### config.mk
export PLATFORM = sky130hd
export DESIGN_NAME = apb_slave_regs
export DESIGN_NICKNAME = d
export VERILOG_FILES = /design/src/rtl/apb_pkg.sv /design/src/rtl/apb_slv_decode.sv /design/src/rtl/apb_slave_regs.sv
export SDC_FILE = /design/constraint.sdc
export NUM_CORES = 1
export LEC_CHECK = 0
export ABC_AREA = 1
export CAP_MARGIN = 0
export CORE_ASPECT_RATIO = 0.7
export CORE_MARGIN = 2
export CORE_UTILIZATION = 40
export DETAILED_ROUTE_END_ITERATION = 6
export GPL_ROUTABILITY_DRIVEN = 0
export HOLD_SLACK_MARGIN = 0.03
export PLACE_DENSITY_LB_ADDON = 0.08
export SKIP_LAST_GASP = 1
export SYNTH_ARGS = -nofsm -noshare
export SYNTH_HDL_FRONTEND = slang
export SYNTH_SLANG_ARGS = --single-unit
### constraint.sdc
create_clock -name pclk -period 6.8 [get_ports pclk]
set_clock_uncertainty 0.1 [all_clocks]
set_input_delay 1.02 -clock pclk [delete_from_list [all_inputs] [get_ports pclk]]
set_output_delay 1.02 -clock pclk [all_outputs]
set_load 0.03 [all_outputs]
### src/rtl/apb_pkg.sv
// apb_pkg: APB types shared by the completer and the bus initiator.
// FSM state encoding, word shift and index-width helper.
package apb_pkg;

  typedef enum logic {
    ST_IDLE   = 1'b0,
    ST_ACCESS = 1'b1
  } apb_state;

  localparam int APB_WORD_SHIFT = 2;
  localparam int APB_MAX_WAIT   = 15;
  localparam int APB_CNT_W      = 4;

  function automatic int apb_idx_w(input int n);
    return (n > 1) ? $clog2(n) : 1;
  endfunction

endpackage

### src/rtl/apb_slv_decode.sv
// apb_slv_decode: byte address -> register index and error flag.
// Ports: addr in, idx out (word index), err out (misaligned/out of range).
module apb_slv_decode
  import apb_pkg::*;
#(
  parameter int ADDR_WIDTH = 32,
  parameter int NUM_REGS   = 8,
  parameter int IDX_W      = apb_idx_w(NUM_REGS)
) (
  input  logic [ADDR_WIDTH-1:0] addr,
  output logic [IDX_W-1:0]      idx,
  output logic                  err
);

  localparam int WW = ADDR_WIDTH - APB_WORD_SHIFT;

  logic [WW-1:0] word;
  logic          misal;
  logic          range;

  assign word  = addr[ADDR_WIDTH-1:APB_WORD_SHIFT];
  assign idx   = word[IDX_W-1:0];
  assign misal = addr[APB_WORD_SHIFT-1:0] != '0;
  // full word index compared so aliases above NUM_REGS are rejected
  assign range = word >= WW'(NUM_REGS);
  assign err   = misal | range;

endmodule

### src/rtl/apb_slave_regs.sv
// apb_slave_regs: APB completer serving NUM_REGS read/write registers
// with WAIT_STATES wait cycles and PSLVERR on bad accesses.
// Ports: pclk, i_preset (sync, active-high), i_psel, i_penable,
// i_pwrite, i_paddr, i_pwdata, i_pstrb (only with APB_SLV_PSTRB_EN),
// o_prdata, o_pready, o_pslverr, o_regs (flat register contents).
// Macro APB_SLV_PSTRB_EN: byte strobes on writes, reads need pstrb=0.
module apb_slave_regs
  import apb_pkg::*;
#(
  parameter int DATA_WIDTH  = 32,
  parameter int ADDR_WIDTH  = 32,
  parameter int NUM_REGS    = 8,
  parameter int WAIT_STATES = 0,
  parameter logic [DATA_WIDTH-1:0] RESET_VAL = '0
) (
  input  logic                           pclk,
  input  logic                           i_preset,
  input  logic                           i_psel,
  input  logic                           i_penable,
  input  logic                           i_pwrite,
  input  logic [ADDR_WIDTH-1:0]          i_paddr,
  input  logic [DATA_WIDTH-1:0]          i_pwdata,
`ifdef APB_SLV_PSTRB_EN
  input  logic [DATA_WIDTH/8-1:0]        i_pstrb,
`endif
  output logic [DATA_WIDTH-1:0]          o_prdata,
  output logic                           o_pready,
  output logic                           o_pslverr,
  output logic [NUM_REGS*DATA_WIDTH-1:0] o_regs
);

  localparam int SW    = DATA_WIDTH / 8;
  localparam int IDX_W = apb_idx_w(NUM_REGS);

  if (WAIT_STATES < 0 || WAIT_STATES > APB_MAX_WAIT) begin : g_ws_chk
    $error("WAIT_STATES out of range 0..15");
  end

  apb_state              state_q;
  logic [APB_CNT_W-1:0]  cnt_q;
  logic [ADDR_WIDTH-1:0] addr_q;
  logic                  wr_q;
  logic [DATA_WIDTH-1:0] wdata_q;
  logic [SW-1:0]         strb_q;
  logic [SW-1:0]         strb_in;

  logic [DATA_WIDTH-1:0] regs_q [NUM_REGS];

  logic [IDX_W-1:0]      idx;
  logic                  dec_err;
  logic                  strb_err;
  logic                  err;
  logic                  done;
  logic [DATA_WIDTH-1:0] wmask;
  logic [DATA_WIDTH-1:0] rsel;

`ifdef APB_SLV_PSTRB_EN
  assign strb_in  = i_pstrb;
  assign strb_err = !wr_q && (strb_q != '0);
`else
  assign strb_in  = '1;
  assign strb_err = 1'b0;
`endif

  apb_slv_decode #(
    .ADDR_WIDTH (ADDR_WIDTH),
    .NUM_REGS   (NUM_REGS),
    .IDX_W      (IDX_W)
  ) u_decode (
    .addr (addr_q),
    .idx  (idx),
    .err  (dec_err)
  );

  assign err = dec_err | strb_err;

  // completion is gated by psel so a dropped select never shows ready
  assign done = (state_q == ST_ACCESS) && i_psel && (cnt_q == '0);

  assign rsel      = regs_q[idx];
  assign o_pready  = done;
  assign o_pslverr = done && err;
  assign o_prdata  = (done && !err && !wr_q) ? rsel : '0;

  always_comb begin
    wmask = '0;
    for (int b = 0; b < SW; b++) begin
      wmask[b*8 +: 8] = {8{strb_q[b]}};
    end
  end

  always_ff @(posedge pclk) begin
    if (i_preset) begin
      state_q <= ST_IDLE;
      cnt_q   <= '0;
      addr_q  <= '0;
      wr_q    <= 1'b0;
      wdata_q <= '0;
      strb_q  <= '0;
    end else begin
      unique case (state_q)
        ST_IDLE: begin
          if (i_psel && !i_penable) begin
            addr_q  <= i_paddr;
            wr_q    <= i_pwrite;
            wdata_q <= i_pwdata;
            strb_q  <= strb_in;
            cnt_q   <= APB_CNT_W'(WAIT_STATES);
            state_q <= ST_ACCESS;
          end
        end
        ST_ACCESS: begin
          if (!i_psel) begin
            state_q <= ST_IDLE;
          end else if (cnt_q != '0) begin
            cnt_q <= cnt_q - 1'b1;
          end else begin
            state_q <= ST_IDLE;
          end
        end
        default: state_q <= ST_IDLE;
      endcase
    end
  end

  always_ff @(posedge pclk) begin
    if (i_preset) begin
      for (int k = 0; k < NUM_REGS; k++) begin
        regs_q[k] <= RESET_VAL;
      end
    end else if (done && wr_q && !err) begin
      regs_q[idx] <= (rsel & ~wmask) | (wdata_q & wmask);
    end
  end

  for (genvar k = 0; k < NUM_REGS; k++) begin : g_flat
    assign o_regs[k*DATA_WIDTH +: DATA_WIDTH] = regs_q[k];
  end

endmodule
## After elaboration in Yosys (flattened, before gate mapping)

Memories as Yosys holds them, arrays and structs flattened. A register that Yosys moved wholly into a read port is not among the register bits.
Cells that the tools add are included.

| word-level totals | value |
|---|---|
| flip-flop bits (word level) | 71 |
| bits in writable memories | 256 |
| output and inout bits | 290 |
| logic and storage cells | 54 |
| memories kept | 1 |

| cells by class | value |
|---|---|
| $add $sub $neg | 1 |
| order comparisons | 1 |
| equal/unequal tests | 3 |
| muxes and demuxes | 19 |
| bitwise logic cells | 6 |
| reduce and logical (&&, ||, !) cells | 17 |

Memory list:

| memory | words | bits a word | rd ports | clocked after Yosys merged registers in | write ports | line | text |
|---|---|---|---|---|---|---|---|
| regs_q | 8 | 32 | 9 | 1 | 8 | apb_slave_regs.sv:47 | `logic [DATA_WIDTH-1:0] regs_q [NUM_REGS];` |

Operator list:

| kind | number |
|---|---|
| $and A32 B32 Y32 | 2 |
| $mux W32 | 2 |
| $not A32 Y32 | 1 |
| $or A32 B32 Y32 | 1 |
| $reduce_or A32 Y1 | 1 |
| $ge A30 B4 Y1 const B | 1 |
| $mux W4 | 3 |
| $mux W1 | 9 |
| $mux W3 | 3 |
| $logic_and A1 B1 Y1 | 8 |
| $pmux W4 S2 | 1 |
| $logic_not A4 Y1 | 1 |
| $ne A2 B2 Y1 const B | 2 |
| $reduce_bool A4 Y1 | 1 |
| $sub A4 B1 Y4 const B | 1 |
| $logic_not A1 Y1 | 3 |
| $reduce_and A3 Y1 | 1 |
| $ne A2 B1 Y1 const B | 1 |
| $pmux W1 S2 | 1 |
| $reduce_and A2 Y1 | 1 |
| $reduce_bool A2 Y1 | 1 |
| $not A1 Y1 | 1 |
| $or A1 B1 Y1 | 1 |

## Longest topological paths before layout

| depth | value |
|---|---|
| depth after elaboration | 9 |
| mapped depth | 11 |
| depth with buffers taken out | 9 |

## Modules after synthesis

From an unflattened synthesis, not the netlist that was laid out.

| unflattened totals | value |
|---|---|
| cell total of the unflattened synthesis | 1,773 |
| area, all modules | 15,427.3 um2 |

By module, submodules not included:

| module | times used | cells an instance | area an instance (um2) | sequential area each (um2) |
|---|---|---|---|---|
| apb_slave_regs | 1 | 1,725 | 15,229.6 | 9,108.7 |
| apb_slv_decode | 1 | 48 | 197.7 | 0.0 |

## Least setup slack after synthesis

Ideal clock, no wire load.

| path | value |
|---|---|
| path kind | input to output |
| start point | input port i_psel |
| end point | output port o_prdata[10] |
| arrival time | 2.171 ns |
| data required time | 5.680 ns |
| slack | 3.509 ns |
| cell stages on the path | 5 |
| cell sequence | nand2_1 nor2_8 nand3_2 buf_6 nor2_2 |

| on the way | value |
|---|---|
| longest elaborated chain between the ends | 5 |

RTL lines:

| what | line | text |
|---|---|---|
| from (decl) | apb_slave_regs.sv:18 | `input logic i_psel,` |
| $logic_and A1 B1 Y1 (2 in series) | apb_slave_regs.sv:78 | `assign done = (state_q == ST_ACCESS) && i_psel && (cnt_q == '0);` |
| via o_pready | apb_slave_regs.sv:27 | `output logic o_pready,` |
| $logic_and A1 B1 Y1 (2 in series) | apb_slave_regs.sv:83 | `assign o_prdata = (done && !err && !wr_q) ? rsel : '0;` |
| $mux W32 | apb_slave_regs.sv:83 |  |
| to (decl) | apb_slave_regs.sv:26 | `output logic [DATA_WIDTH-1:0] o_prdata,` |

The timed path passes the listed nets, and every way through them passes these cells.

## Final worst setup path

| path | value |
|---|---|
| start point | input port i_psel |
| end point | output port o_prdata[9] |

| on the way | value |
|---|---|
| longest elaborated chain between the ends | 5 |

RTL lines:

| what | line |
|---|---|
| $logic_and A1 B1 Y1 (2 in series) | apb_slave_regs.sv:78 |
| $logic_and A1 B1 Y1 (2 in series) | apb_slave_regs.sv:83 |
| $mux W32 | apb_slave_regs.sv:83 |

Every way passes these cells.

==> results_dict.tcl <==
set metrics [dict create \
    status "complete, no violations" \
    hold_path.class "register to register" \
    max_freq_ghz 0.200 \
    cts_resized 0 \
    drv_slew 0 \
    fp.dieW_um 245 \
    cts_tree "yes" \
    cp-end-kind "output port" \
    grt_max_degree 91 \
    grt_pass1_wl_um 83200 \
    dr.first_iter.drc_count 1017 \
    overflow 0 \
    ys_ff_latch 330 \
    nFillCells 3701 \
    area_growth_pct 29.8 \
    syn-num-nets 1884 \
    dieArea_mm2 0.0424 \
    powerDensity_mw_per_mm2 236 \
    setup.worst_path.start "i_psel" \
    period_minus_slack_ns 5.00 \
    wirelength_um 56200 \
    htree_levels 2 \
    vias_per_cell 4.96 \
    syn_inst 1814 \
    hold_buffers 0 \
    clk_latency_ns 0.54 \
    crit_path_start_kind "input pin" \
    drc 0 \
    synth_top_cell_area_share_pct 47.1 \
    port_buffers 358 \
    tns_ns 0 \
    async_reset_ff_share_pct 0 \
    rsz0062_at_grt "no" \
    vias 13300 \
    wl_per_cell_um 21.0 \
    core_mm2 0.0400 \
    cp_max_fo 18 \
    leakage_nw 8.56 \
    register_area_mm2 0.00918 \
    hold_violations 0 \
    worst_ir_drop_vdd_v 0.000169 \
    multi_input_area_mm2 0.00560 \
    final_layout_size_suffix_gt1_share_pct 18.2 \
    ys_types 24 \
    die_h_um 173 \
    route.antenna.remaining_nets 0 \
    syn-cell-area_mm2 0.0163 \
    fin_nets 2192 \
    synth_edf_count 256 \
    hold_start "addr_q[5]$_SDFFE_PP0P_" \
    antenna_cells 0 \
    synth-main-ff-cell "edfxtp_1" \
    setup_viol 0 \
    critical_path_class "input pin to output port" \
    stdcell_count 2683 \
    io_pins 359 \
    clock-sinks 330 \
    cp.arrival_ns 3.88 \
    post-route-cell-area_mm2 0.0212 \
    row_count 61 \
    tightest_slew_ns 1.13 \
    ys_warn_count 0 \
    rr_startpoint "cnt_q[0]$_SDFFE_PP0P_" \
    track_usage_pct 26.1 \
    syn_avg_cell_area_um2 8.99 \
    cts_setup_buffers 0 \
    place_area_mm2 0.0201 \
    clock-root-buffer "clkbuf_16" \
    first_pass_iters 5 \
    ys_seq_area_share_pct 56.2 \
    dp.cells 2620 \
    place_hpwl_um 35800 \
    clk_pin_slew_ns 0.06 \
    yosysMostFrequentCell "nand2_1" \
    cts_buffer_depth 3 \
    synth_common_cells "472 x nand2_1, 264 x nor2_2, 256 x edfxtp_1" \
    synth_top_area_cell "edfxtp_1" \
    cts_made_buffers 35 \
    cp.required_ns 5.68 \
    fin_crit_sh_pct 73.5 \
    slew_headroom_pct 24.3 \
    grt_pass1_vias 13000 \
    synth_area_leaders "edfxtp_1 47%, nand2_1 11%, nor2_2 10%, dfxtp_1 9.1%, nand3_1 5.8%" \
    drv_cap 0 \
    initial_utilization_pct 40.8 \
    antenna_found_initial 1 \
]
## area by class of cell
type                    instances  share of cell area (%)
flip-flops and latches        330                    43.3
multi-input cells            1134                    26.5
repair buffers                376                    17.6
inverters                     245                    4.35
clock buffers                  45                    4.31
well taps                     535                    3.16
clock inverters                18                   0.804
## per-layer routing
metal	global-route usage (%)	vias to the layer above	wire length, µm
li1	-	6343	-
met3	5.06	88	3950
met4	8.84	2	1660
met1	36.2	6391	24900
met5	0	-	15
met2	40.8	494	25700
## kinds of logic after synthesis
| logic type | share of synthesized area [%] |
|---|---|
| AOI/OAI and AO/OA | 3.34 |
| buffers and inverters | 9.62 |
| DFF | 56.2 |
| adders and majority gates | 0.0767 |
| and+or+nand+nor | 30.8 |
## layout by cell type (no fill, tap or decap), types with 2 or more instances in the layout
cell               n
nand2_1          463
clkdlybuf4s50_1  358
nor2_2           264
edfxtp_1         256
inv_1            239
nand3_1          188
dfxtp_1           70
a21oi_1           69
nor2_1            47
nand2_2           39
o21ai_0           39
clkbuf_16         35
buf_4             18
clkbuf_1          10
nor3_1             9
nand4_4            8
clkinv_1           7
inv_2              5
clkinv_2           4
inv_6              3
bufinv_16          3
nor2_8             2
dfxtp_4            2
dfxtp_2            2
## state kept, by name (all words and copies together) (netlist names), named ones only
name	count
cnt_q	4
wr_q	1
state_q	1
wdata_q	32
addr_q	32
regs_q	256
strb_q	1
## final timing paths
kind | end | slack, ns | cells past startpoint
worst max-delay path | o_prdata[9] | 1.80 | 7
worst min-delay path | addr_q[5]$_SDFFE_PP0P_ | 0.35 | 2
worst max register to register | regs_q[6][20]$_SDFFCE_PN0P_ | 3.24 | 6
worst min register to register | addr_q[5]$_SDFFE_PP0P_ | 0.35 | 2
## metrics by stage
stage / hold WS (ns) / total power, mW / util (%) / setup WS, ns
4_1_cts: 0.354 / 5.03 / 53.0 / 1.79
5_1_grt: 0.371 / 5.19 / 53.0 / 1.64
3_5_place_dp: 0.345 / 3.16 / 50.2 / 1.80
6_report: 0.352 / 5.00 / 53.0 / 1.80
3_3_place_gp: 0.339 / 3.16 / 50.2 / 1.79
2_1_floorplan: 0.329 / 2.84 / - / 3.51
## power by group
| part | total (mW) | internal, mW | switching (mW) |
|---|---|---|---|
| registers | 2.32 | 2.25 | 0.0686 |
| clock network | 1.88 | 1.07 | 0.815 |
| logic | 0.802 | 0.233 | 0.569 |
## worst max-delay path: stages
cell and delay [ns]:
clkdlybuf4s50_1 0.48, nand2_1 0.16, nor2_8 0.33, nand3_2 0.54, buf_4 0.48, nor2_2 0.14, clkdlybuf4s50_1 0.68
No activity file was read; power rests on OpenSTA's default activity.
